File: config.mk
export PLATFORM = sky130hd
export DESIGN_NAME = multicycle_control_fsm_flat
export DESIGN_NICKNAME = d
export VERILOG_FILES = /design/src/rtl/multicycle_control_fsm_if.sv /design/src/rtl/multicycle_control_fsm.sv /design/src/flat_wrapper.sv
export SDC_FILE = /design/constraint.sdc
export NUM_CORES = 1
export LEC_CHECK = 0
export ABC_AREA = 1
export BUFFER_PORTS_ARGS = -buffer_cell sky130_fd_sc_hd__buf_2
export CORE_ASPECT_RATIO = 1.1
export CORE_MARGIN = 2
export CORE_UTILIZATION = 41
export CTS_CLUSTER_SIZE = 20
export DETAILED_ROUTE_END_ITERATION = 7
export PLACE_DENSITY_LB_ADDON = 0.05
export SLEW_MARGIN = 20
export SYNTH_ARGS = -nofsm -noshare
export SYNTH_HDL_FRONTEND = slang
export SYNTH_SLANG_ARGS = --single-unit
File: constraint.sdc
create_clock -name Clk -period 1.7 [get_ports Clk]
set_clock_uncertainty 0.15 [all_clocks]
set_input_delay 0.34 -clock Clk [delete_from_list [all_inputs] [get_ports Clk]]
set_output_delay 0.34 -clock Clk [all_outputs]
set_load 0.01 [all_outputs]
File: src/rtl/multicycle_control_fsm_if.sv
// Control bundle between the multi-cycle sequencer and the MIPS datapath/memory.
// master = sequencer side, slave = datapath side.
interface multicycle_control_fsm_if;
  logic [5:0] OPCode;
  logic [5:0] Function;
  logic [4:0] TargetReg;
  logic       Eq;
  logic       RsZero;
  logic       RsNeg;
  logic       MemReady;
  logic       PCWrite;
  logic       IRWrite;
  logic       IorD;
  logic       MemReq;
  logic       MemWrite;
  logic       RegWrite;
  logic [1:0] RegDst;
  logic [1:0] MemToReg;
  logic       ALUSrcA;
  logic [1:0] ALUSrcB;
  logic [5:0] ALUOp;
  logic [1:0] PCSource;
  logic       Illegal;
  logic [2:0] State;

  modport master (
    input  OPCode, Function, TargetReg,
    input  Eq, RsZero, RsNeg, MemReady,
    output PCWrite, IRWrite, IorD, MemReq,
    output MemWrite, RegWrite, RegDst,
    output MemToReg, ALUSrcA, ALUSrcB,
    output ALUOp, PCSource, Illegal, State
  );

  modport slave (
    output OPCode, Function, TargetReg,
    output Eq, RsZero, RsNeg, MemReady,
    input  PCWrite, IRWrite, IorD, MemReq,
    input  MemWrite, RegWrite, RegDst,
    input  MemToReg, ALUSrcA, ALUSrcB,
    input  ALUOp, PCSource, Illegal, State
  );
endinterface

File: src/rtl/multicycle_control_fsm.sv
// Multi-cycle MIPS sequencer: FETCH/DECODE/EXEC/MEM/WB over one shared memory port.
// Optional: define PERF_CNT_EN to add CycleCount/InstrCount outputs.
module multicycle_control_fsm #(
  parameter logic [4:0] RA_REG = 5'd31
) (
  input  logic Clk,
  input  logic Rst_n,
  multicycle_control_fsm_if.master bus
`ifdef PERF_CNT_EN
  ,
  output logic [31:0] CycleCount,
  output logic [31:0] InstrCount
`endif
);

  typedef enum logic [2:0] {
    FETCH  = 3'd0,
    DECODE = 3'd1,
    EXEC   = 3'd2,
    MEM    = 3'd3,
    WB     = 3'd4
  } state_e;

  localparam logic [5:0] OP_SPECIAL = 6'h00;
  localparam logic [5:0] OP_REGIMM  = 6'h01;
  localparam logic [5:0] OP_J       = 6'h02;
  localparam logic [5:0] OP_JAL     = 6'h03;
  localparam logic [5:0] OP_BEQ     = 6'h04;
  localparam logic [5:0] OP_BNE     = 6'h05;
  localparam logic [5:0] OP_BLEZ    = 6'h06;
  localparam logic [5:0] OP_BGTZ    = 6'h07;
  localparam logic [5:0] OP_ADDI    = 6'h08;
  localparam logic [5:0] OP_SLTI    = 6'h0a;
  localparam logic [5:0] OP_ANDI    = 6'h0c;
  localparam logic [5:0] OP_ORI     = 6'h0d;
  localparam logic [5:0] OP_XORI    = 6'h0e;
  localparam logic [5:0] OP_MUL     = 6'h1c;
  localparam logic [5:0] OP_LB      = 6'h20;
  localparam logic [5:0] OP_LH      = 6'h21;
  localparam logic [5:0] OP_LW      = 6'h23;
  localparam logic [5:0] OP_SB      = 6'h28;
  localparam logic [5:0] OP_SH      = 6'h29;
  localparam logic [5:0] OP_SW      = 6'h2b;
  localparam logic [5:0] F_JR       = 6'h08;
  localparam logic [5:0] F_MUL      = 6'h02;
  localparam logic [5:0] ALU_ADD    = 6'h23;

  // r0 cannot serve as the link register
  if (RA_REG == 5'd0) begin : g_ra_check
    $error("RA_REG must be non-zero");
  end

  state_e state;
  state_e nxt;

  logic funct_ok;
  logic is_jr;
  logic is_rt;
  logic is_j;
  logic is_jal;
  logic is_br;
  logic is_ld;
  logic is_st;
  logic is_ialu;
  logic legal;
  logic taken;

  wire [5:0] op = bus.OPCode;
  wire [5:0] fn = bus.Function;

  // SPECIAL funct codes handled as plain R-type ALU ops (JR decoded apart)
  always_comb begin
    funct_ok = 1'b0;
    case (fn)
      6'h00, 6'h02, 6'h03,
      6'h04, 6'h06, 6'h07,
      6'h20, 6'h21, 6'h22,
      6'h23, 6'h24, 6'h25,
      6'h26, 6'h27, 6'h2a,
      6'h2b:   funct_ok = 1'b1;
      default: funct_ok = 1'b0;
    endcase
  end

  assign is_jr = (op == OP_SPECIAL)
              && (fn == F_JR);
  assign is_rt = ((op == OP_SPECIAL) && funct_ok)
              || ((op == OP_MUL) && (fn == F_MUL));
  assign is_j   = (op == OP_J);
  assign is_jal = (op == OP_JAL);
  assign is_br  = (op == OP_BEQ)
               || (op == OP_BNE)
               || (op == OP_BLEZ)
               || (op == OP_BGTZ)
               || ((op == OP_REGIMM)
                   && (bus.TargetReg[4:1] == 4'd0));
  assign is_ld  = (op == OP_LW)
               || (op == OP_LH)
               || (op == OP_LB);
  assign is_st  = (op == OP_SW)
               || (op == OP_SH)
               || (op == OP_SB);
  assign is_ialu = (op == OP_ADDI)
                || (op == OP_SLTI)
                || (op == OP_ANDI)
                || (op == OP_ORI)
                || (op == OP_XORI);
  assign legal = is_jr | is_rt | is_j
               | is_jal | is_br | is_ld
               | is_st | is_ialu;

  // branch condition from the datapath's rs/rt compare flags
  always_comb begin
    taken = 1'b0;
    case (op)
      OP_BEQ:    taken = bus.Eq;
      OP_BNE:    taken = !bus.Eq;
      OP_BLEZ:   taken = bus.RsNeg | bus.RsZero;
      OP_BGTZ:   taken = !bus.RsNeg & !bus.RsZero;
      OP_REGIMM: taken = bus.TargetReg[0]
                       ? !bus.RsNeg
                       : bus.RsNeg;
      default:   taken = 1'b0;
    endcase
  end

  // state register
  always_ff @(posedge Clk or negedge Rst_n) begin
    if (!Rst_n) state <= FETCH;
    else        state <= nxt;
  end

  // next-state selection
  always_comb begin
    nxt = state;
    unique case (state)
      FETCH:
        if (bus.MemReady) nxt = DECODE;
      DECODE:
        if (is_j || is_jr || is_jal || !legal)
          nxt = FETCH;
        else
          nxt = EXEC;
      EXEC:
        if (is_ld || is_st) nxt = MEM;
        else if (is_br)     nxt = FETCH;
        else                nxt = WB;
      MEM:
        if (bus.MemReady)
          nxt = is_ld ? WB : FETCH;
      WB:
        nxt = FETCH;
      default:
        nxt = FETCH;
    endcase
  end

  // control outputs; everything held low while in reset
  always_comb begin
    bus.PCWrite  = 1'b0;
    bus.IRWrite  = 1'b0;
    bus.IorD     = 1'b0;
    bus.MemReq   = 1'b0;
    bus.MemWrite = 1'b0;
    bus.RegWrite = 1'b0;
    bus.RegDst   = 2'd0;
    bus.MemToReg = 2'd0;
    bus.ALUSrcA  = 1'b0;
    bus.ALUSrcB  = 2'd0;
    bus.ALUOp    = 6'd0;
    bus.PCSource = 2'd0;
    bus.Illegal  = 1'b0;
    bus.State    = 3'd0;
    if (Rst_n) begin
      bus.State = state;
      unique case (state)
        FETCH: begin
          bus.MemReq  = 1'b1;
          bus.ALUSrcB = 2'd1;
          bus.IRWrite = bus.MemReady;
          bus.PCWrite = bus.MemReady;
        end
        DECODE: begin
          bus.ALUSrcB = 2'd3;
          unique case (1'b1)
            is_j: begin
              bus.PCWrite  = 1'b1;
              bus.PCSource = 2'd2;
            end
            is_jr: begin
              bus.PCWrite  = 1'b1;
              bus.PCSource = 2'd3;
            end
            is_jal: begin
              bus.PCWrite  = 1'b1;
              bus.PCSource = 2'd2;
              bus.RegWrite = 1'b1;
              bus.RegDst   = 2'd2;
              bus.MemToReg = 2'd2;
            end
            !legal:
              bus.Illegal = 1'b1;
            default: ;
          endcase
        end
        EXEC: begin
          bus.ALUSrcA = 1'b1;
          unique case (1'b1)
            is_rt: begin
              bus.ALUSrcB = 2'd0;
              bus.ALUOp   = op;
            end
            is_ialu: begin
              bus.ALUSrcB = 2'd2;
              bus.ALUOp   = op;
            end
            (is_ld || is_st): begin
              bus.ALUSrcB = 2'd2;
              bus.ALUOp   = ALU_ADD;
            end
            is_br: begin
              bus.ALUSrcB  = 2'd0;
              bus.PCSource = 2'd1;
              bus.PCWrite  = taken;
            end
            default: ;
          endcase
        end
        MEM: begin
          bus.MemReq   = 1'b1;
          bus.IorD     = 1'b1;
          bus.MemWrite = is_st;
        end
        WB: begin
          bus.RegWrite = 1'b1;
          bus.RegDst   = is_rt ? 2'd0 : 2'd1;
          bus.MemToReg = is_ld ? 2'd0 : 2'd1;
        end
        default: ;
      endcase
    end
  end

`ifdef PERF_CNT_EN
  // free-running cycle counter
  always_ff @(posedge Clk or negedge Rst_n) begin
    if (!Rst_n) CycleCount <= 32'd0;
    else        CycleCount <= CycleCount + 32'd1;
  end

  // retire counter: every return to FETCH
  always_ff @(posedge Clk or negedge Rst_n) begin
    if (!Rst_n)
      InstrCount <= 32'd0;
    else if (state != FETCH && nxt == FETCH)
      InstrCount <= InstrCount + 32'd1;
  end
`endif

endmodule

File: src/flat_wrapper.sv
// flat-port wrapper written by rule: the top's interface ports become plain ports
module multicycle_control_fsm_flat 
#(
  parameter logic [4:0] RA_REG = 5'd31
)
  (Clk, Rst_n, bus_OPCode, bus_Function, bus_TargetReg, bus_Eq, bus_RsZero, bus_RsNeg, bus_MemReady, bus_PCWrite, bus_IRWrite, bus_IorD, bus_MemReq, bus_MemWrite, bus_RegWrite, bus_RegDst, bus_MemToReg, bus_ALUSrcA, bus_ALUSrcB, bus_ALUOp, bus_PCSource, bus_Illegal, bus_State);
  multicycle_control_fsm_if bus_i ();
  input  logic Clk;
  input  logic Rst_n;
  input wire logic [$bits(bus_i.OPCode)-1:0] bus_OPCode;
  input wire logic [$bits(bus_i.Function)-1:0] bus_Function;
  input wire logic [$bits(bus_i.TargetReg)-1:0] bus_TargetReg;
  input wire logic [$bits(bus_i.Eq)-1:0] bus_Eq;
  input wire logic [$bits(bus_i.RsZero)-1:0] bus_RsZero;
  input wire logic [$bits(bus_i.RsNeg)-1:0] bus_RsNeg;
  input wire logic [$bits(bus_i.MemReady)-1:0] bus_MemReady;
  output wire logic [$bits(bus_i.PCWrite)-1:0] bus_PCWrite;
  output wire logic [$bits(bus_i.IRWrite)-1:0] bus_IRWrite;
  output wire logic [$bits(bus_i.IorD)-1:0] bus_IorD;
  output wire logic [$bits(bus_i.MemReq)-1:0] bus_MemReq;
  output wire logic [$bits(bus_i.MemWrite)-1:0] bus_MemWrite;
  output wire logic [$bits(bus_i.RegWrite)-1:0] bus_RegWrite;
  output wire logic [$bits(bus_i.RegDst)-1:0] bus_RegDst;
  output wire logic [$bits(bus_i.MemToReg)-1:0] bus_MemToReg;
  output wire logic [$bits(bus_i.ALUSrcA)-1:0] bus_ALUSrcA;
  output wire logic [$bits(bus_i.ALUSrcB)-1:0] bus_ALUSrcB;
  output wire logic [$bits(bus_i.ALUOp)-1:0] bus_ALUOp;
  output wire logic [$bits(bus_i.PCSource)-1:0] bus_PCSource;
  output wire logic [$bits(bus_i.Illegal)-1:0] bus_Illegal;
  output wire logic [$bits(bus_i.State)-1:0] bus_State;
  assign bus_i.OPCode = bus_OPCode;
  assign bus_i.Function = bus_Function;
  assign bus_i.TargetReg = bus_TargetReg;
  assign bus_i.Eq = bus_Eq;
  assign bus_i.RsZero = bus_RsZero;
  assign bus_i.RsNeg = bus_RsNeg;
  assign bus_i.MemReady = bus_MemReady;
  assign bus_PCWrite = bus_i.PCWrite;
  assign bus_IRWrite = bus_i.IRWrite;
  assign bus_IorD = bus_i.IorD;
  assign bus_MemReq = bus_i.MemReq;
  assign bus_MemWrite = bus_i.MemWrite;
  assign bus_RegWrite = bus_i.RegWrite;
  assign bus_RegDst = bus_i.RegDst;
  assign bus_MemToReg = bus_i.MemToReg;
  assign bus_ALUSrcA = bus_i.ALUSrcA;
  assign bus_ALUSrcB = bus_i.ALUSrcB;
  assign bus_ALUOp = bus_i.ALUOp;
  assign bus_PCSource = bus_i.PCSource;
  assign bus_Illegal = bus_i.Illegal;
  assign bus_State = bus_i.State;
  multicycle_control_fsm #(.RA_REG(RA_REG)) u_core (.Clk(Clk), .Rst_n(Rst_n), .bus(bus_i));
endmodule
==> results of run 1 <==
logic make-up after synthesis:
family                 count (synthesis)
AOI/OAI and AO/OA                     14
buffers and inverters                 31
DFF                                    3
and+or+nand+nor                       97
through the flow:
stage / utilization (%) / std cells / setup TNS (ps) / area (sq um)
floorplan: - / 145 / 0 / 701
global placement: 71.8 / 234 / -926 / 1140
detailed placement: 71.8 / 234 / -984 / 1140
CTS: 85.2 / 240 / -2320 / 1360
timing repair:
item	in CTS
pin swaps	13
gates resized for setup	49
hold buffers	1
setup endpoints to repair	18
gates cloned	0
buffers inserted	2
endpoints found under the hold margin	3
==> impl_metrics.ini, run 1 <==
[run_status]
status = did not finish
haltStage = 5_1_grt
tool.error = [ERROR DPL-0033] detailed placement checks failed during check placement.

[synth]
synth_top_area_cell = nand2_1
synth_compound_area_share_pct = 11.1
synth_area_sq_um = 701
yosys.area_share.adder_pct = 0
yosysSeqAreaShare_pct = 10.7
yosys.area_share.simple_pct = 60.7
synth_commonest_cells = nand2_1 (36), nor2_1 (29), inv_1 (28)
synthesis.nets = 168
syn_area_per_cell_sq_um = 4.83
ys_seq_elements = 3
netlist_instances = 145
synth_top_family_by_area = simple AND/OR/NAND/NOR gates
synthMostInstantiatedCell = nand2_1
netlist.area_leader.share_pct = 19.3
synth_cell_types = 23
synth_ff_type = dfrtp_1
yosys_warnings = 0
synth_xor_area_share_pct = 0
synth_edf_count = 0
synthTopCellsByArea = nand2_1 (19%), nor2_1 (16%), inv_1 (15%), dfrtp_1 (11%), nand3_1 (11%)
synthArstFlopShare_pct = 100
synthMuxAreaShare_pct = 0

[timing]
endpoint_type = top-level output
postGrtWorstEndpoint = bus_ALUOp[4]

[global_routing]
antenna_found_initial = 0
grt_max_degree = 7

[clocking]
clk_path_buf_depth = 2
cts_root_buf = clkbuf_4
htreeDepth = 1
cts_buffers = 3
clkSinkCount = 3

[floorplanning]
rows = 15
io_pins = 48
die_h_um = 47.4
die_x_um = 43.4
initial_core_util_pct = 43.9

[placement]
dpl_worst_slack_ps = -184
gp_congestion = 0.867
place_hpwl_um = 1860
io_buffers = 47
==> run 2: changes to the inputs <==
CORE_AREA = 2 2 63 65   (was unset)
CORE_ASPECT_RATIO = unset   (was 1.1)
CORE_MARGIN = unset   (was 2)
CORE_UTILIZATION = unset   (was 41)
CTS_CLUSTER_SIZE = unset   (was 20)
DIE_AREA = 0 0 65 67   (was unset)
PLACE_DENSITY_LB_ADDON = 0.15   (was 0.05)
==> run 2 against run 1 <==
  * The flow now finishes, with violations (setup timing)
  * Synthesized area is the same
  * Synthesized cell count unchanged
==> impl_metrics.ini, run 2 <==
[clocking]
cts_buffers = 3
cts_root_buf = clkbuf_8
clock_latency_ps = 210
clkSinkCount = 3
cts_tree = done
clk_pin_slew_ps = 30
htreeDepth = 1
clk_path_buf_depth = 2

[pwr]
powerDensity_mw_per_mm2 = 461
p_sw_w = 0.000296
cellLeakagePower_nw = 0.916
p_comb_share_pct = 60.6
vdd_drop_max_v = 0.000194
internal_power_w = 0.000474
sw_frac_of_total_pct = 38.4
seqPwrFrac_pct = 12.8
clkPwrFrac_pct = 26.6

[job]
maxCapViolCount = 0

[timing]
fin_crit_ps = 1870
fin_crit_sh_pct = 110
relSlewSlack_pct = 81.2
hold_violations = 0
final_max_slew_viol_count = 0
rsz0062_at_grt = yes
worstMarginPinSlew_ps = 281
setup_ws_ps = -169
hold_slack_ps = 257
finalSetupViolCount = 21
max_freq_mhz = 535

[route]
antenna_left = 0
post-route-drc-count = 0
wl_um = 2960
vias_per_cell = 4.12
dr.pass1.iters = 3
dr.first_iter.drc_count = 26
num_vias = 1170
wl_per_cell_um = 10.4

[synth]
synthMuxAreaShare_pct = 0
synthMostInstantiatedCell = nand2_1
synth_cell_types = 23
synthTopCellsByArea = nand2_1 (19%), nor2_1 (16%), inv_1 (15%), dfrtp_1 (11%), nand3_1 (11%)
synth_compound_area_share_pct = 11.1
yosys.area_share.adder_pct = 0
synth_area_sq_um = 701
netlist_instances = 145
synth_edf_count = 0
syn_area_per_cell_sq_um = 4.83
synth_top_area_cell = nand2_1
synth_commonest_cells = nand2_1 (36), nor2_1 (29), inv_1 (28)
synth_ff_type = dfrtp_1
synthArstFlopShare_pct = 100
ys_seq_elements = 3
synth_xor_area_share_pct = 0
netlist.area_leader.share_pct = 19.3
yosys.area_share.simple_pct = 60.7
synthesis.nets = 168
yosys_warnings = 0
synth_top_family_by_area = simple AND/OR/NAND/NOR gates
yosysSeqAreaShare_pct = 10.7

[worst_setup_path]
path_class = reg2out
arrival_ps = 1380
cp-start-kind = flip-flop
worstSetupEndpointType = output port
crit_fanout = 5
cp.required_ps = 1210
r2r_slack_ps = 180

[floorplanning]
core_area_sq_mm = 0.00361
initial_core_util_pct = 19.4
die_x_um = 65
rows = 22
io_pins = 48
die-area_sq_mm = 0.00436
die_h_um = 67

[final_layout]
layout_commonest_cell = buf_2
final_nets = 260
regMostFlops = u_core.state
diodes = 0
top_regs = u_core.state (3)
layout.cells.most_common_list = buf_2 (39), buf_4 (31), nand2_1 (24)
largest_reg_flops = 3
syn_to_final_growth_pct = 138
stdcell_area_sq_mm = 0.00167
fillers = 406
drive_gt1_share_pct = 61.9

[global_routing]
grt_pass1_vias = 1156
antenna_found_initial = 0
top_usage_layer = met2
globalRouteTotalUtil_pct = 14.3
grt-ovfl-total = 0
grt_max_degree = 8
grtUsageMet2_pct = 26.2
use_met1_pct = 18.3
grt_pass1_wl_um = 4910
grtUsageMet3_pct = 0.338

[placement]
dpl_worst_slack_ps = -225
io_buffers = 47
gp_congestion = 0.830
place_area_sq_mm = 0.00124
place_hpwl_um = 2330

[min_path]
hp-class = in2reg

[run_status]
violations = setup timing
status = finished, violations left
==> run 2: cell counts after synthesis <==
Identical to the previous run, type by type.
==> run 2: area by class of cell <==
cell class	count	area [sq um]	area share (%)
well taps	48	60.1	3.60
flip-flops and latches	3	77.6	4.65
multi-input cells	111	728	43.6
repair buffers	88	633	37.9
clock buffers	4	45.0	2.70
inverters	30	125	7.50
==> run 2: power by group through the flow <==
stage	Combinational, W	Sequential [W]	Clock (W)
after global placement	0.000325	0.0000916	0
after detailed placement	0.000323	0.0000910	0
after CTS	0.000425	0.0000949	0.000209
final	0.000467	0.0000984	0.000205
after global routing	0.000512	0.0000995	0.000216
after floorplan	0.000137	0.0000908	0
==> run 2: per-layer routing <==
metal	wire length, um	part of all wire, %
met5	0	0
met4	0	0
met3	94	3.2
met2	1530	52
met1	1340	45
==> run 2: worst paths after layout <==
check / start / endpoint / cells past startpoint
max in group asynchronous: Rst_n / u_core.state[2] / 3
min in group asynchronous: Rst_n / u_core.state[1] / 3
min: bus_MemReady / u_core.state[2] / 3
max reg2reg: u_core.state[2] / u_core.state[2] / 8
max: u_core.state[1] / bus_PCSource[0] / 5
min reg2reg: u_core.state[2] / u_core.state[2] / 5
==> run 2: repair_timing <==
action                                  CTS  global route
buffers inserted                          8             0
hold endpoints to repair                  3             0
endpoints found under the setup margin   21            21
gates resized for setup                  67            25
pin swaps                                22            11
hold buffers                              1             0
==> run 2: cell families (layout without fill, tap and decap cells) <==
logic type / count (synthesis) / in the layout
buffers and inverters: 31 / 122
DFF: 3 / 3
and+or+nand+nor: 97 / 97
AOI/OAI and AO/OA: 14 / 14
==> run 2: per-stage QoR <==
stage          setup TNS [ps]  instances  utilization, %  total power [W]
6_report                -2410        284            46.3         0.000770
2_1_floorplan               0        145               -         0.000227
3_5_place_dp            -1470        272            34.3         0.000414
4_1_cts                 -1640        284            43.5         0.000729
5_1_grt                 -3850        284            46.3         0.000827
3_3_place_gp            -1190        272            34.3         0.000416
==> run 2: critical path, cell delays in order (launching register included) <==
cell	delay (ps)
dfrtp_2	460
buf_6	150
nor2_4	110
nand3_4	120
o22ai_2	170
buf_2	150
(Power assumes the default switching activity.)
